[src/rtl/snoop_bus_if.sv]
// Bundle of cache-side request/response signals and the shared RAM port of
// the snoop bus arbiter. The slave modport is the arbiter's view. The master
// modport is the view of the caches and RAM that drive the arbiter.
interface snoop_bus_if #(
    parameter int NCPU = 2,
    parameter int AW   = 32,
    parameter int DW   = 32
);
    // cache -> arbiter
    logic [NCPU-1:0]          iren;
    logic [NCPU-1:0]          dren;
    logic [NCPU-1:0]          dwen;
    logic [NCPU-1:0][AW-1:0]  iaddr;
    logic [NCPU-1:0][AW-1:0]  daddr;
    logic [NCPU-1:0][DW-1:0]  dstore;
    logic [NCPU-1:0]          ccwrite;
    logic [NCPU-1:0]          ccdirty;

    // arbiter -> cache
    logic [NCPU-1:0]          iwait;
    logic [NCPU-1:0]          dwait;
    logic [NCPU-1:0][DW-1:0]  iload;
    logic [NCPU-1:0][DW-1:0]  dload;
    logic [NCPU-1:0]          ccwait;
    logic [NCPU-1:0]          ccinv;
    logic [NCPU-1:0][AW-1:0]  ccsnoopaddr;

    // arbiter <-> RAM
    logic [AW-1:0]            ramaddr;
    logic [DW-1:0]            ramstore;
    logic                     ramren;
    logic                     ramwen;
    logic [DW-1:0]            ramload;
    logic [1:0]               ramstate;

    modport slave (
        input  iren, dren, dwen, iaddr, daddr, dstore, ccwrite, ccdirty,
        input  ramload, ramstate,
        output iwait, dwait, iload, dload, ccwait, ccinv, ccsnoopaddr,
        output ramaddr, ramstore, ramren, ramwen
    );

    modport master (
        output iren, dren, dwen, iaddr, daddr, dstore, ccwrite, ccdirty,
        output ramload, ramstate,
        input  iwait, dwait, iload, dload, ccwait, ccinv, ccsnoopaddr,
        input  ramaddr, ramstore, ramren, ramwen
    );
endinterface

[src/rtl/snoop_bus_arbiter.sv]
// Round-robin arbiter for NCPU cache pairs sharing one RAM port. It serves
// instruction fetches, data writes and data reads. Every data read is preceded
// by a single snoop cycle. A dirty peer cache supplies the line
// cache-to-cache and flushes it to RAM at the same time.
module snoop_bus_arbiter #(
    parameter int NCPU = 2,
    parameter int AW   = 32,
    parameter int DW   = 32
) (
    input  logic        clk,
    input  logic        rst_n,
    snoop_bus_if.slave  bus
);
    localparam int         GW         = (NCPU > 1) ? $clog2(NCPU) : 1;
    localparam logic [1:0] RAM_ACCESS = 2'd2;

    typedef enum logic [2:0] {
        S_IDLE,
        S_IFETCH,
        S_DWRITE,
        S_SNOOP,
        S_C2C,
        S_M2C
    } state_t;

    state_t          state_q, state_d;
    logic [GW-1:0]   gnt_q, gnt_d;
    logic [GW-1:0]   own_q, own_d;
    logic [GW-1:0]   rr_q, rr_d;

    logic [NCPU-1:0] req_any;
    logic [NCPU-1:0] dirty_other;
    logic            rr_found;
    logic [GW-1:0]   rr_sel;
    logic            own_found;
    logic [GW-1:0]   own_sel;
    logic [GW-1:0]   gnt_next;
    logic            ram_busy;

    // Output staging, copied onto the interface with continuous assigns
    logic [NCPU-1:0]         iwait_c, dwait_c, ccwait_c, ccinv_c;
    logic [NCPU-1:0][DW-1:0] iload_c, dload_c;
    logic [NCPU-1:0][AW-1:0] ccsnoopaddr_c;
    logic [AW-1:0]           ramaddr_c;
    logic [DW-1:0]           ramstore_c;
    logic                    ramren_c, ramwen_c;

    // ERROR and FREE count as "not done". Only ACCESS releases a stalled cache.
    assign ram_busy = (bus.ramstate != RAM_ACCESS);

    // Pointer to the cache after the current grant. It wraps at NCPU, so
    // non-power-of-two counts work.
    assign gnt_next = (gnt_q == GW'(NCPU - 1)) ? '0 : gnt_q + GW'(1);

    // Per-cache summaries: the cache has any request, or the cache is a dirty
    // peer of the granted cache.
    generate
        for (genvar gi = 0; gi < NCPU; gi++) begin : g_cache
            assign req_any[gi]     = bus.iren[gi] | bus.dren[gi] | bus.dwen[gi];
            assign dirty_other[gi] = bus.ccdirty[gi] && (GW'(gi) != gnt_q);
        end
    endgenerate

    // Round-robin pick: the first requesting cache at or after rr_q, modulo NCPU
    always_comb begin
        int idx;
        rr_found = 1'b0;
        rr_sel   = '0;
        idx      = 0;
        for (int k = 0; k < NCPU; k++) begin
            idx = int'(rr_q) + k;
            if (idx >= NCPU) begin
                idx = idx - NCPU;
            end
            if (!rr_found && req_any[idx]) begin
                rr_found = 1'b1;
                rr_sel   = GW'(idx);
            end
        end
    end

    // Owner pick: the lowest-indexed dirty peer. Scanning downward lets the
    // lowest index win.
    always_comb begin
        own_found = 1'b0;
        own_sel   = '0;
        for (int k = NCPU - 1; k >= 0; k--) begin
            if (dirty_other[k]) begin
                own_found = 1'b1;
                own_sel   = GW'(k);
            end
        end
    end

    // State, grant, owner and round-robin registers
    always_ff @(posedge clk or negedge rst_n) begin
        if (!rst_n) begin
            state_q <= S_IDLE;
            gnt_q   <= '0;
            own_q   <= '0;
            rr_q    <= '0;
        end else begin
            state_q <= state_d;
            gnt_q   <= gnt_d;
            own_q   <= own_d;
            rr_q    <= rr_d;
        end
    end

    // Next-state logic. The pointer advances past the served cache on every
    // return to IDLE.
    always_comb begin
        state_d = state_q;
        gnt_d   = gnt_q;
        own_d   = own_q;
        rr_d    = rr_q;
        case (state_q)
            S_IDLE: begin
                if (rr_found) begin
                    gnt_d = rr_sel;
                    if (bus.dwen[rr_sel]) begin
                        state_d = S_DWRITE;
                    end else if (bus.dren[rr_sel]) begin
                        state_d = S_SNOOP;
                    end else begin
                        state_d = S_IFETCH;
                    end
                end
            end
            S_IFETCH: begin
                if (!bus.iren[gnt_q]) begin
                    state_d = S_IDLE;
                    rr_d    = gnt_next;
                end
            end
            S_DWRITE: begin
                if (!bus.dwen[gnt_q]) begin
                    state_d = S_IDLE;
                    rr_d    = gnt_next;
                end
            end
            S_SNOOP: begin
                // Always exactly one cycle, even if the requester has already dropped
                if (own_found) begin
                    state_d = S_C2C;
                    own_d   = own_sel;
                end else begin
                    state_d = S_M2C;
                end
            end
            S_C2C, S_M2C: begin
                if (!bus.dren[gnt_q]) begin
                    state_d = S_IDLE;
                    rr_d    = gnt_next;
                end
            end
            default: begin
                state_d = S_IDLE;
            end
        endcase
    end

    // Output decode. Any requesting cache that is not being served sees its
    // wait bit set. Everything else stays 0 unless the state drives it.
    always_comb begin
        iwait_c       = bus.iren;
        dwait_c       = bus.dren | bus.dwen;
        iload_c       = '0;
        dload_c       = '0;
        ccwait_c      = '0;
        ccinv_c       = '0;
        ccsnoopaddr_c = '0;
        ramaddr_c     = '0;
        ramstore_c    = '0;
        ramren_c      = 1'b0;
        ramwen_c      = 1'b0;
        if (!rst_n) begin
            iwait_c = '0;
            dwait_c = '0;
        end else begin
            case (state_q)
                S_IFETCH: begin
                    ramren_c        = 1'b1;
                    ramaddr_c       = bus.iaddr[gnt_q];
                    iload_c[gnt_q]  = bus.ramload;
                    iwait_c[gnt_q]  = ram_busy;
                end
                S_DWRITE: begin
                    ramwen_c        = 1'b1;
                    ramaddr_c       = bus.daddr[gnt_q];
                    ramstore_c      = bus.dstore[gnt_q];
                    dwait_c[gnt_q]  = ram_busy;
                end
                S_SNOOP: begin
                    for (int k = 0; k < NCPU; k++) begin
                        if (GW'(k) != gnt_q) begin
                            ccwait_c[k]      = 1'b1;
                            ccsnoopaddr_c[k] = bus.daddr[gnt_q];
                            ccinv_c[k]       = bus.ccwrite[gnt_q];
                        end
                    end
                end
                S_C2C: begin
                    // The owner supplies the line and writes it back in the same transfer
                    ccwait_c[own_q] = 1'b1;
                    ramwen_c        = 1'b1;
                    ramaddr_c       = bus.daddr[own_q];
                    ramstore_c      = bus.dstore[own_q];
                    dload_c[gnt_q]  = bus.dstore[own_q];
                    dwait_c[gnt_q]  = ram_busy;
                    dwait_c[own_q]  = ram_busy;
                end
                S_M2C: begin
                    ramren_c        = 1'b1;
                    ramaddr_c       = bus.daddr[gnt_q];
                    dload_c[gnt_q]  = bus.ramload;
                    dwait_c[gnt_q]  = ram_busy;
                end
                default: begin
                end
            endcase
        end
    end

    assign bus.iwait       = iwait_c;
    assign bus.dwait       = dwait_c;
    assign bus.iload       = iload_c;
    assign bus.dload       = dload_c;
    assign bus.ccwait      = ccwait_c;
    assign bus.ccinv       = ccinv_c;
    assign bus.ccsnoopaddr = ccsnoopaddr_c;
    assign bus.ramaddr     = ramaddr_c;
    assign bus.ramstore    = ramstore_c;
    assign bus.ramren      = ramren_c;
    assign bus.ramwen      = ramwen_c;
endmodule

[src/flat_wrapper.sv]
// flat-port wrapper written by rule: the top's interface ports become plain ports
module snoop_bus_arbiter_flat 
#(
    parameter int NCPU = 2,
    parameter int AW   = 32,
    parameter int DW   = 32
)
  (clk, rst_n, bus_iren, bus_dren, bus_dwen, bus_iaddr, bus_daddr, bus_dstore, bus_ccwrite, bus_ccdirty, bus_ramload, bus_ramstate, bus_iwait, bus_dwait, bus_iload, bus_dload, bus_ccwait, bus_ccinv, bus_ccsnoopaddr, bus_ramaddr, bus_ramstore, bus_ramren, bus_ramwen);
  snoop_bus_if #(.NCPU(NCPU), .AW(AW), .DW(DW)) bus_i ();
  input  logic clk;
  input  logic rst_n;
  input wire logic [$bits(bus_i.iren)-1:0] bus_iren;
  input wire logic [$bits(bus_i.dren)-1:0] bus_dren;
  input wire logic [$bits(bus_i.dwen)-1:0] bus_dwen;
  input wire logic [$bits(bus_i.iaddr)-1:0] bus_iaddr;
  input wire logic [$bits(bus_i.daddr)-1:0] bus_daddr;
  input wire logic [$bits(bus_i.dstore)-1:0] bus_dstore;
  input wire logic [$bits(bus_i.ccwrite)-1:0] bus_ccwrite;
  input wire logic [$bits(bus_i.ccdirty)-1:0] bus_ccdirty;
  input wire logic [$bits(bus_i.ramload)-1:0] bus_ramload;
  input wire logic [$bits(bus_i.ramstate)-1:0] bus_ramstate;
  output wire logic [$bits(bus_i.iwait)-1:0] bus_iwait;
  output wire logic [$bits(bus_i.dwait)-1:0] bus_dwait;
  output wire logic [$bits(bus_i.iload)-1:0] bus_iload;
  output wire logic [$bits(bus_i.dload)-1:0] bus_dload;
  output wire logic [$bits(bus_i.ccwait)-1:0] bus_ccwait;
  output wire logic [$bits(bus_i.ccinv)-1:0] bus_ccinv;
  output wire logic [$bits(bus_i.ccsnoopaddr)-1:0] bus_ccsnoopaddr;
  output wire logic [$bits(bus_i.ramaddr)-1:0] bus_ramaddr;
  output wire logic [$bits(bus_i.ramstore)-1:0] bus_ramstore;
  output wire logic [$bits(bus_i.ramren)-1:0] bus_ramren;
  output wire logic [$bits(bus_i.ramwen)-1:0] bus_ramwen;
  assign bus_i.iren = bus_iren;
  assign bus_i.dren = bus_dren;
  assign bus_i.dwen = bus_dwen;
  assign bus_i.iaddr = bus_iaddr;
  assign bus_i.daddr = bus_daddr;
  assign bus_i.dstore = bus_dstore;
  assign bus_i.ccwrite = bus_ccwrite;
  assign bus_i.ccdirty = bus_ccdirty;
  assign bus_i.ramload = bus_ramload;
  assign bus_i.ramstate = bus_ramstate;
  assign bus_iwait = bus_i.iwait;
  assign bus_dwait = bus_i.dwait;
  assign bus_iload = bus_i.iload;
  assign bus_dload = bus_i.dload;
  assign bus_ccwait = bus_i.ccwait;
  assign bus_ccinv = bus_i.ccinv;
  assign bus_ccsnoopaddr = bus_i.ccsnoopaddr;
  assign bus_ramaddr = bus_i.ramaddr;
  assign bus_ramstore = bus_i.ramstore;
  assign bus_ramren = bus_i.ramren;
  assign bus_ramwen = bus_i.ramwen;
  snoop_bus_arbiter #(.NCPU(NCPU), .AW(AW), .DW(DW)) u_core (.clk(clk), .rst_n(rst_n), .bus(bus_i));
endmodule
[config.mk]
export PLATFORM = sky130hd
export DESIGN_NAME = snoop_bus_arbiter_flat
export DESIGN_NICKNAME = d
export VERILOG_FILES = /design/src/rtl/snoop_bus_if.sv /design/src/rtl/snoop_bus_arbiter.sv /design/src/flat_wrapper.sv
export SDC_FILE = /design/constraint.sdc
export NUM_CORES = 1
export LEC_CHECK = 0
export ABC_AREA = 1
export CAP_MARGIN = 20
export CORE_AREA = 2 2 198 200
export CTS_CLUSTER_SIZE = 25
export DETAILED_ROUTE_END_ITERATION = 10
export DIE_AREA = 0 0 200 202
export PLACE_DENSITY = 0.38
export RECOVER_POWER = 25
export SKIP_CTS_REPAIR_TIMING = 1
export SLEW_MARGIN = 20
export SYNTH_ARGS = -nofsm -noshare
export SYNTH_HDL_FRONTEND = slang
export SYNTH_SLANG_ARGS = --single-unit
[constraint.sdc]
create_clock -name clk -period 2.3 [get_ports clk]
set_input_delay 0.69 -clock clk [delete_from_list [all_inputs] [get_ports clk]]
set_output_delay 0.69 -clock clk [all_outputs]
set_load 0.05 [all_outputs]
### After elaboration in Yosys (flattened, before gate mapping)

Cells that the tools add are included.

| word-level totals | value |
|---|---|
| bits in registers | 6 |
| input bits | 238 |
| output and inout port bits | 266 |
| word-level logic and storage cells | 138 |

| operators by class | value |
|---|---|
| add/sub/neg operators | 4 |
| magnitude comparators | 9 |
| equality and inequality tests | 10 |
| muxes and demuxes | 87 |
| bitwise operators | 8 |
| reductions and logical operators | 16 |

Operators by type and width:

| kind | number |
|---|---|
| $mux 32 | 17 |
| $mux 64 | 5 |
| $and 64x64->64 | 2 |
| $pmux 64 s2 | 1 |
| $pmux 32 s3 | 1 |
| $lt 32x3->1 const B | 2 |
| $pmux 32 s2 | 1 |
| $mux 1 | 40 |
| $demux 32 s1 | 1 |
| $ge 32x3->1 const B | 1 |
| $sub 32x3->32 const B | 1 |
| $mux 3 | 5 |
| $pmux 3 s5 | 1 |
| $mux 2 | 7 |
| $ne 2x2->1 const B | 4 |
| $pmux 2 s2 | 2 |
| $reduce_and 4->1 | 2 |
| $reduce_or 2->1 | 4 |
| $bwmux 2 | 3 |
| $eq 3x2->1 const B | 2 |
| $eq 3x3->1 const B | 2 |
| $lt 1x2->1 const B | 3 |
| $logic_and 1x1->1 | 5 |
| $or 1x1->1 | 4 |
| 15 further kinds | 18 |

### Longest topological paths before layout

Gate-level depths: netlist (run 1).

| depth | value |
|---|---|
| word-level depth | 15 |
| mapped depth | 10 |
| mapped depth without buffers | 9 |

### Worst setup path before layout (run 1)

No wires, ideal clock.

| timing | value |
|---|---|
| kind | input to output |
| start point | input rst_n |
| end point | output bus_iload[10] |
| arrival | 2898 ps |
| data required time | 1610 ps |
| path slack | -1288 ps |
| cell stages on the path | 5 |
| buffers on the path | 1 |
| cells stage by stage | inv_2 nor2_1 inv_2 clkbuf_1 nor3_1 |

| between the ends | value |
|---|---|
| cells in the longest elaborated chain, start to end | 1 |

Ends and longest elaborated chain:

| element | RTL line | text |
|---|---|---|
| start, declared | flat_wrapper.sv:11 | `input logic rst_n;` |
| $mux 64 | snoop_bus_arbiter.sv:177 | `if (!rst_n) begin` |
| end, declared | flat_wrapper.sv:24 | `output wire logic [$bits(bus_i.iload)-1:0] bus_iload;` |

No other way between the ends.

### Worst setup path after layout (run 1)

| timing | value |
|---|---|
| start point | register u_core.state_q[1] |
| end point | output bus_ramaddr[16] |

| between the ends | value |
|---|---|
| cells in the longest elaborated chain, start to end | 4 |
| elaborated cells on any way between the ends | 7 |
| those cells by class | 4 x eq/ne; 2 x mux; 1 x reduce/logical |

Ends and longest elaborated chain:

| element | RTL line | text |
|---|---|---|
| start, declared | snoop_bus_arbiter.sv:26 | `state_t state_q, state_d;` |
| start signal, assigned | snoop_bus_arbiter.sv:103 | `state_q <= state_d;` |
| $eq 3x2->1 or $eq 3x3->1 (tied branches) | snoop_bus_arbiter.sv:181 | `case (state_q)` |
| $reduce_or 2->1 (no line) | - |  |
| $pmux 32 s3 (*) | snoop_bus_arbiter.sv:181 |  |
| $mux 32 (*) | snoop_bus_arbiter.sv:177 |  |
| end, declared | flat_wrapper.sv:29 | `output wire logic [$bits(bus_i.ramaddr)-1:0] bus_ramaddr;` |

Every way passes the cells marked *; elsewhere a longest branch is shown, timed or not.

==> results of run 1 <==
## cell families after synthesis
family                 count (synthesis)
AND/OR/NAND/NOR                      624
buffers and inverters                273
AO/OA/AOI/OAI                        211
flip-flops                             6
## area by class of cell
type                       count  area share [%]
sequential                     6           0.861
timing repair buffer         782            58.2
inverter                     191            4.20
tap                          518            3.60
multi-input combinational    835            32.7
clock buffer                   4           0.437
## registers in the layout (all words and copies together), names as in the netlist
name            count
u_core.gnt_q        1
u_core.state_q      3
u_core.own_q        1
u_core.rr_q         1
## report_power, final
| group | switching, uW | internal (uW) | leakage [uW] |
|---|---|---|---|
| Clock | 62.7 | 230 | 0.0000382 |
| Combinational | 7450 | 5500 | 0.00741 |
| Sequential | 67.5 | 166 | 0.0000724 |
## metal layers
metal,routed length [um],track usage [%],up-vias
li1,-,-,4924
met1,16500,23.1,4643
met2,22800,38.4,393
met3,4330,6.57,41
met4,1080,4.74,2
met5,18,0,-
## critical path, cell delays in order, from the launching register on
cell and delay, ns:
sky130_fd_sc_hd__dfrtp_1 0.41, sky130_fd_sc_hd__buf_4 0.18, sky130_fd_sc_hd__nor2_4 0.14, sky130_fd_sc_hd__nand2_4 0.15
sky130_fd_sc_hd__nand2_8 0.15, sky130_fd_sc_hd__clkbuf_16 0.16, sky130_fd_sc_hd__nand2_1 0.05, sky130_fd_sc_hd__nand4_1 0.18
sky130_fd_sc_hd__nand2_1 0.10, sky130_fd_sc_hd__inv_1 0.11, sky130_fd_sc_hd__buf_12 0.14
## synth_stat cells
library cell,n
sky130_fd_sc_hd__dfrtp_1,6
sky130_fd_sc_hd__clkbuf_1,41
sky130_fd_sc_hd__a21o_1,1
sky130_fd_sc_hd__buf_4,7
sky130_fd_sc_hd__inv_2,6
sky130_fd_sc_hd__nor3_1,95
sky130_fd_sc_hd__buf_1,3
sky130_fd_sc_hd__o21ai_1,1
sky130_fd_sc_hd__nand2_2,3
sky130_fd_sc_hd__nor2_2,2
sky130_fd_sc_hd__nand4_1,21
sky130_fd_sc_hd__nand3_1,22
sky130_fd_sc_hd__a21oi_1,79
sky130_fd_sc_hd__o211ai_1,20
sky130_fd_sc_hd__nor4_1,1
sky130_fd_sc_hd__o21ai_0,110
sky130_fd_sc_hd__inv_1,185
sky130_fd_sc_hd__nand2_1,317
sky130_fd_sc_hd__nor2_4,2
sky130_fd_sc_hd__buf_2,31
sky130_fd_sc_hd__nand3_2,4
sky130_fd_sc_hd__nor2_1,157
## per-stage QoR
step                      util [%]  instance area, um2  instances
after floorplan                  -                6750       1114
after global placement        44.8               17200       2317
after detailed placement      44.8               17200       2317
after CTS                     45.1               17200       2321
after global routing          47.1               18000       2336
final                         47.1               18000       2336
## path summary, 6_finish.rpt
| path | end | from | cells past startpoint |
|---|---|---|---|
| hold reg to reg | u_core.rr_q$_DFFE_PN0P_ | u_core.rr_q$_DFFE_PN0P_ | 2 |
| setup reg to reg | u_core.state_q[0]$_DFFE_PN0P_ | u_core.state_q[2]$_DFFE_PN0P_ | 10 |
| max in group asynchronous | u_core.gnt_q$_DFFE_PN0P_ | rst_n | 3 |
| min in group asynchronous | u_core.gnt_q$_DFFE_PN0P_ | rst_n | 3 |
| setup / recovery | bus_ramaddr[16] | u_core.state_q[1]$_DFFE_PN0P_ | 10 |
| hold / removal | u_core.rr_q$_DFFE_PN0P_ | u_core.rr_q$_DFFE_PN0P_ | 2 |
==> results list, run 1 <==
* Startpoint Class: flop
* Net count of the finished layout: 2057
- After synthesis, the share of cell area in mux cells is 0%.
- The setup check on the worst reg-to-reg path leaves a slack of 0.59 ns.
- Clock-pin slew was measured on the worst setup and hold paths at 0.03 ns.
* Fraction of layout instances using a drive strength above 1: 48.4%
* Routed vias: 10000
* Biggest fanout along the worst timing path: 7
- After synthesis the netlist holds a flip-flop and latch count of 6.
- Summing all multi-input logic gate instances after layout gives 0.00589 mm2.
- The via count of the first global-routing pass was 10000.
- Synth Area in Simple Gates: 52.5%
- In this run the static leakage power is 0.00752 uW.
- The synthesized netlist devotes 22.4% of its cell area to compound gates.
- Avg Cell Area, Syn: 4.44 um2
* Number of library cell types mapped by synthesis: 22
* First drt pass iteration count: 5
- In the routed layout, each cell is associated on average with a via count of 4.28.
* Post-placement setup slack: -0.641 ns
* Worst setup path category: reg -> out
- The clock passes through at most 2 buffers.
- After synthesis, flip-flops and latches occupy 3.04% of the total area.
- The repair_antennas step left the layout with diodes totalling 0.
- Entering global routing, the biggest net connects 39 pins.
* Area delta synth->final: 264%
* Unrepaired setup endpoints after global routing: true
- Across all setup checks in the final design, the least slack found is -0.404 ns.
- The flow ran to the end, but the final reports show violations.
- Setup violations remaining at the end of the flow were counted as 265.
* Total Neg Setup Slack: -67.03 ns
- In the final layout, flip-flops and latches occupy 155 um2.
- Area enclosed by the die boundary: 0.0404 mm2
- Final period utilization: 118%
- For the final database, setup skew stands at 0.00171 ns.
- The tool flagged a number of max-cap violations equal to 0.
- Summed over all layers, the routed wires come to 44700 um.
* Clock root buffer: sky130_fd_sc_hd__clkbuf_16
* Worst vdd rail ir drop: 0.395 mV
* Synthesized instance count: 1114
* Final weighted congestion of routability-driven global placement: 0.876
- The first global-routing pass estimated 63200 um of wire.
* Final worst hold slack: 0.539 ns
- Most common library cell in the layout ignoring fill and taps: sky130_fd_sc_hd__buf_12
- The worst path in the final design needs a cycle of 2.70 ns, including I/O delays and setup.
* Rows: 72
- Die width: 200 um
* Worst slew margin: 76.7%
- Cell type with the largest total area after synthesis: sky130_fd_sc_hd__nand2_1
- Total power consumption of the routed design: 13500 uW
- Commonest cells after routing, fill and taps aside: 310 x sky130_fd_sc_hd__buf_12, 291 x sky130_fd_sc_hd__nand2_1, 232 x sky130_fd_sc_hd__clkdlybuf4s50_1
- Share of Yosys cell area claimed by the top area cell type: 24.1%
- The region available for standard cell placement spans 0.0383 mm2.
- Total global routing track utilization: 20.8%
- During placement, the flow inserted port buffers numbering 503.
* Die height: 202 um
- Power density relative to cell area: 748 mW/mm2
- Number of synthesis warnings: 0
- Largest family of logic cells by synthesized area: simple AND/OR/NAND/NOR gates
- Number of violations reported at the end of detailed-routing iteration 0: 314
- CTS tree: yes
* Worst endpoint required time: 1.61 ns
* Top area cells in the synthesized netlist: sky130_fd_sc_hd__nand2_1 24%, sky130_fd_sc_hd__inv_1 14%, sky130_fd_sc_hd__nor2_1 12%
* Final number of hold-violating endpoints: 0
* Depth of the CTS H-tree: 1
* Maximum frequency from static timing analysis: 0.370 GHz
- Global route overflow: 0
- At the later pin of the worst-skew pair, clock insertion delay measures 0.23 ns.
- CTS saw 6 sinks.
* Layout fillers: 3731
* Crit. End Element: output port
- The detail route stage leaves a number of antenna-violating nets equal to 0.
- For this configuration, the core starts out at a cell density of 12.9%.
* Mapped cell area: 0.00494 mm2
- Detailed-route DRC error count: 0
* Boundary pin count: 504
- The synthesized netlist devotes 0% of its cell area to XOR and XNOR gates.
- For the pin with the worst max-slew slack, the measured transition is 0.350 ns.
- The number of nets in the synthesized netlist is 1352.
- Crit path arrival time: 2.01 ns
* Worst min path class: reg -> reg
* Detailed Place HPWL: 37400 um
- Dividing the detail-routed wire length by the instance count gives 19.1 um.
* Antenna violations before repair: 2
- Number of max-slew violations in the final report: 0
* Adder and majority cell fraction of the synthesized area: 0%
- Total CTS buffers: 3
- Failing checks: negative setup slack
(Power assumes the default switching activity.)
==> run 2, diff against run 1 <==
--- a/config.mk
+++ b/config.mk
@@ -7,11 +7,12 @@
 export LEC_CHECK = 0
 export ABC_AREA = 1
 export CAP_MARGIN = 20
-export CORE_AREA = 2 2 198 200
+export CORE_AREA = 2 2 196 198
 export CTS_CLUSTER_SIZE = 25
 export DETAILED_ROUTE_END_ITERATION = 10
-export DIE_AREA = 0 0 200 202
-export PLACE_DENSITY = 0.38
+export DIE_AREA = 0 0 198 200
+export GPL_TIMING_DRIVEN = 0
+export PLACE_DENSITY = 0.4
 export RECOVER_POWER = 25
 export SKIP_CTS_REPAIR_TIMING = 1
 export SLEW_MARGIN = 20
==> constraint.sdc (replaced) <==
create_clock -name clk -period 2.19 [get_ports clk]
set_input_delay 0.657 -clock clk [delete_from_list [all_inputs] [get_ports clk]]
set_output_delay 0.657 -clock clk [all_outputs]
set_load 0.05 [all_outputs]
==> run 2 against run 1 <==
  * The flow still finishes with violations (negative setup slack)
  * Worst hold slack got worse by 0.29 ns
  * Non-clock buffer count decreased by 121
  * Wire length increased by 5.7%
  * Setup slack got worse by 0.15 ns
  * Clock skew increased by 0.00062 ns
  * First-iteration DRC count decreased by 1.3%
  * Via count decreased by 3.6%
  * Cell area decreased by 11%
  * Critical path depth unchanged
  * Register-to-register slack about the same
  * Global-route usage increased by 0.45 points
  * Utilization decreased by 4.3 points
==> results list, run 2 (synthesis gave the netlist of run 1 again) <==
- Port buffering added 503 buffers.
- Setup violations remaining at the end of the flow were counted as 264.
- Global route overflow: 0
- Setup repair after global routing could not meet its margin everywhere.
- In the routed layout, each cell is associated on average with a via count of 4.36.
* Total global routing track utilization: 21.3%
- Subtracting the final worst setup slack from the clock period gives 2.75 ns.
- Placement Cell Area: 0.0128 mm2
* Failing checks: negative setup slack
- Clock net sink count: 6
- Entering global routing, the biggest net connects 12 pins.
- The slowest stage of the critical path is the sky130_fd_sc_hd__dfrtp_2 cell.
* Post-placement setup slack: -2.45 ns
* Worst setup path category: reg -> out
* Clock root buffer: sky130_fd_sc_hd__clkbuf_16
- Routed vias: 9639
- The flow ran to the end, but the final reports show violations.
- Worst min path class: in -> async
* Slew at the pin closest to its max-slew limit: 0.606 ns
* LEAKAGE: 0.00658 uW
- Net count of the finished layout: 1937
* Maximum frequency from static timing analysis: 0.364 GHz
- Clock-pin slew of the registers on the worst-case setup and hold paths: 0.04 ns
- Biggest fanout along the worst timing path: 10
- Switching portion of total power: 61.2%
- Int Pwr: 5290 uW
- Global-route wire length before repair: 62300 um
* Antenna violations before repair: 3
- Register bank with the most flops: u_core.state_q
* First drt pass iteration count: 5
- The critical path goes through nor2_4 -> buf_12 -> nand3_4 -> clkinv_8 -> buf_12 -> a21oi_2 -> o21ai_0 -> inv_1 -> nor2_4 -> clkbuf_4.
- Of the cells placed in the final design, the portion with a size suffix greater than 1 is 50.9%.
- Via count of the first global-routing pass: 9315
- For this run, design rule violations remaining after detail routing come to 0.
- Worst vdd rail ir drop: 0.558 mV
- Post-layout worst setup margin: -0.557 ns
- For the worst-skew pair, the clock arrives at the later sink with an insertion delay of 0.24 ns.
- Area delta synth->final: 223%
- Max Used Layer: met5
* Power density relative to cell area: 854 mW/mm2
- After routing, the total negative slack on setup checks comes to -87.34 ns.
- The worst setup path is captured at an output port.
* Clock Tree Buf Depth: 2
- The routed design uses 4100 um of met3 wire.
- Leaving out filler cells and counting taps, the final layout contains 2209.
* Die width: 198 um
- Summed over all layers, the routed wires come to 47200 um.
- The die is 200 um tall.
- Rows: 71
* Number of violations reported at the end of detailed-routing iteration 0: 310
- Flip-flop count of the largest register after layout: 3
- Buffers inserted during clock tree synthesis total 3.
- After layout, the worst path uses 125% of the clock period.
- Worst endpoint required time: 1.53 ns
- Maximum single-stage delay on the critical path: 0.46 ns
- The floorplan step defined a die boundary enclosing 0.0396 mm2.
- Layout fillers: 3903
* Instance count after placement with tap cells included: 2128
- Combinational cells account for 95.7% of the total power.
- Clock network fraction of total power: 2.3%
- After legalization and detailed placement, the total HPWL measured 37700 um.
* Worst setup path startpoint: u_core.state_q[1]$_DFFE_PN0P_
- Max Clock Skew: 0.00234 ns
* Worst slew margin: 59.6%
* Wire length the detailed router placed on met1: 17300 um
- The max-slew violation count came to 0.
- Most common library cell in the layout ignoring fill and taps: sky130_fd_sc_hd__nand2_1
- In this run the remaining antenna-violating nets after routing total 0.
* Sequential Power Share: 1.9%
- The startpoint identified for the worst register-to-register timing path is u_core.state_q[1]$_DFFE_PN0P_.
* Placeable core region: 0.0374 mm2
- Max Cap Violations: 0
* Met2 routed wirelength: 25200 um
- Final weighted congestion of routability-driven global placement: 0.803
- CTS built an H-tree with a depth of 1.
- Wirelength per Cell: 21.4 um
- Commonest cells after routing, fill and taps aside: 274 x sky130_fd_sc_hd__nand2_1, 226 x sky130_fd_sc_hd__clkdlybuf4s50_1, 208 x sky130_fd_sc_hd__buf_6
- Counting cells, the worst reg-to-reg path comes to 7.
* Initial cell density of the core: 13.2%
- Slack of the worst reg-to-reg path: 0.60 ns
* Startpoint Class: flop
* Total power consumption of the routed design: 13700 uW
- For the worst setup path, the data arrival time is 2.09 ns.
* CTS tree: yes
* Post-route cell area: 0.0160 mm2
- The count of final hold-check violations was 0.
- 504 I/O pins were placed.
- The analysis attributes to net switching a power of 8360 uW.
[run 2: worst max-delay path: cells and delay by family, from the launching register on]
kind            cells  cell delay (ns)
simple gates        3             0.21
buf+inv             5             0.79
flops               1             0.46
compound gates      2             0.37
[run 2: power groups by stage]
stage / logic [uW] / clock network (uW) / registers, uW
3_5_place_dp: 10100 / 0 / 229
4_1_cts: 10100 / 315 / 229
6_report: 13100 / 319 / 262
5_1_grt: 13900 / 322 / 269
3_3_place_gp: 10100 / 0 / 228
2_1_floorplan: 6770 / 0 / 211
[run 2: worst paths after layout]
path,end
max in group asynchronous,u_core.state_q[0]$_DFFE_PN0P_
worst max-delay path,bus_dload[39]
min in group clk,u_core.rr_q$_DFFE_PN0P_
worst min-delay path,u_core.rr_q$_DFFE_PN0P_
worst max register to register,u_core.gnt_q$_DFFE_PN0P_
worst min register to register,u_core.rr_q$_DFFE_PN0P_
[run 2: per-stage QoR]
| step | util, % | hold slack (ns) |
|---|---|---|
| after floorplan | - | 0.361 |
| after global placement | 34.2 | 0.507 |
| after detailed placement | 34.2 | 0.515 |
| after CTS | 34.4 | 0.524 |
| after global routing | 42.8 | 0.250 |
| final | 42.8 | 0.244 |
[run 2: layout make-up]
cell class | count | area [um2] | area share (%)
Antenna cell | 1 | 2.50 | 0.0156
Buffer | 81 | 1060 | 6.65
Clock buffer | 3 | 75.1 | 0.469
Inverter | 191 | 910 | 5.69
Multi-Input combinational cell | 836 | 6570 | 41.1
Sequential cell | 6 | 154 | 0.962
Tap cell | 511 | 639 | 4.00
Timing Repair Buffer | 580 | 6580 | 41.1
[run 2: layer usage]
metal | vias to the layer above | track usage (%)
li1 | 4704 | -
met1 | 4526 | 23.2
met2 | 372 | 41.1
met3 | 31 | 6.92
met4 | 6 | 2.45
met5 | - | 0
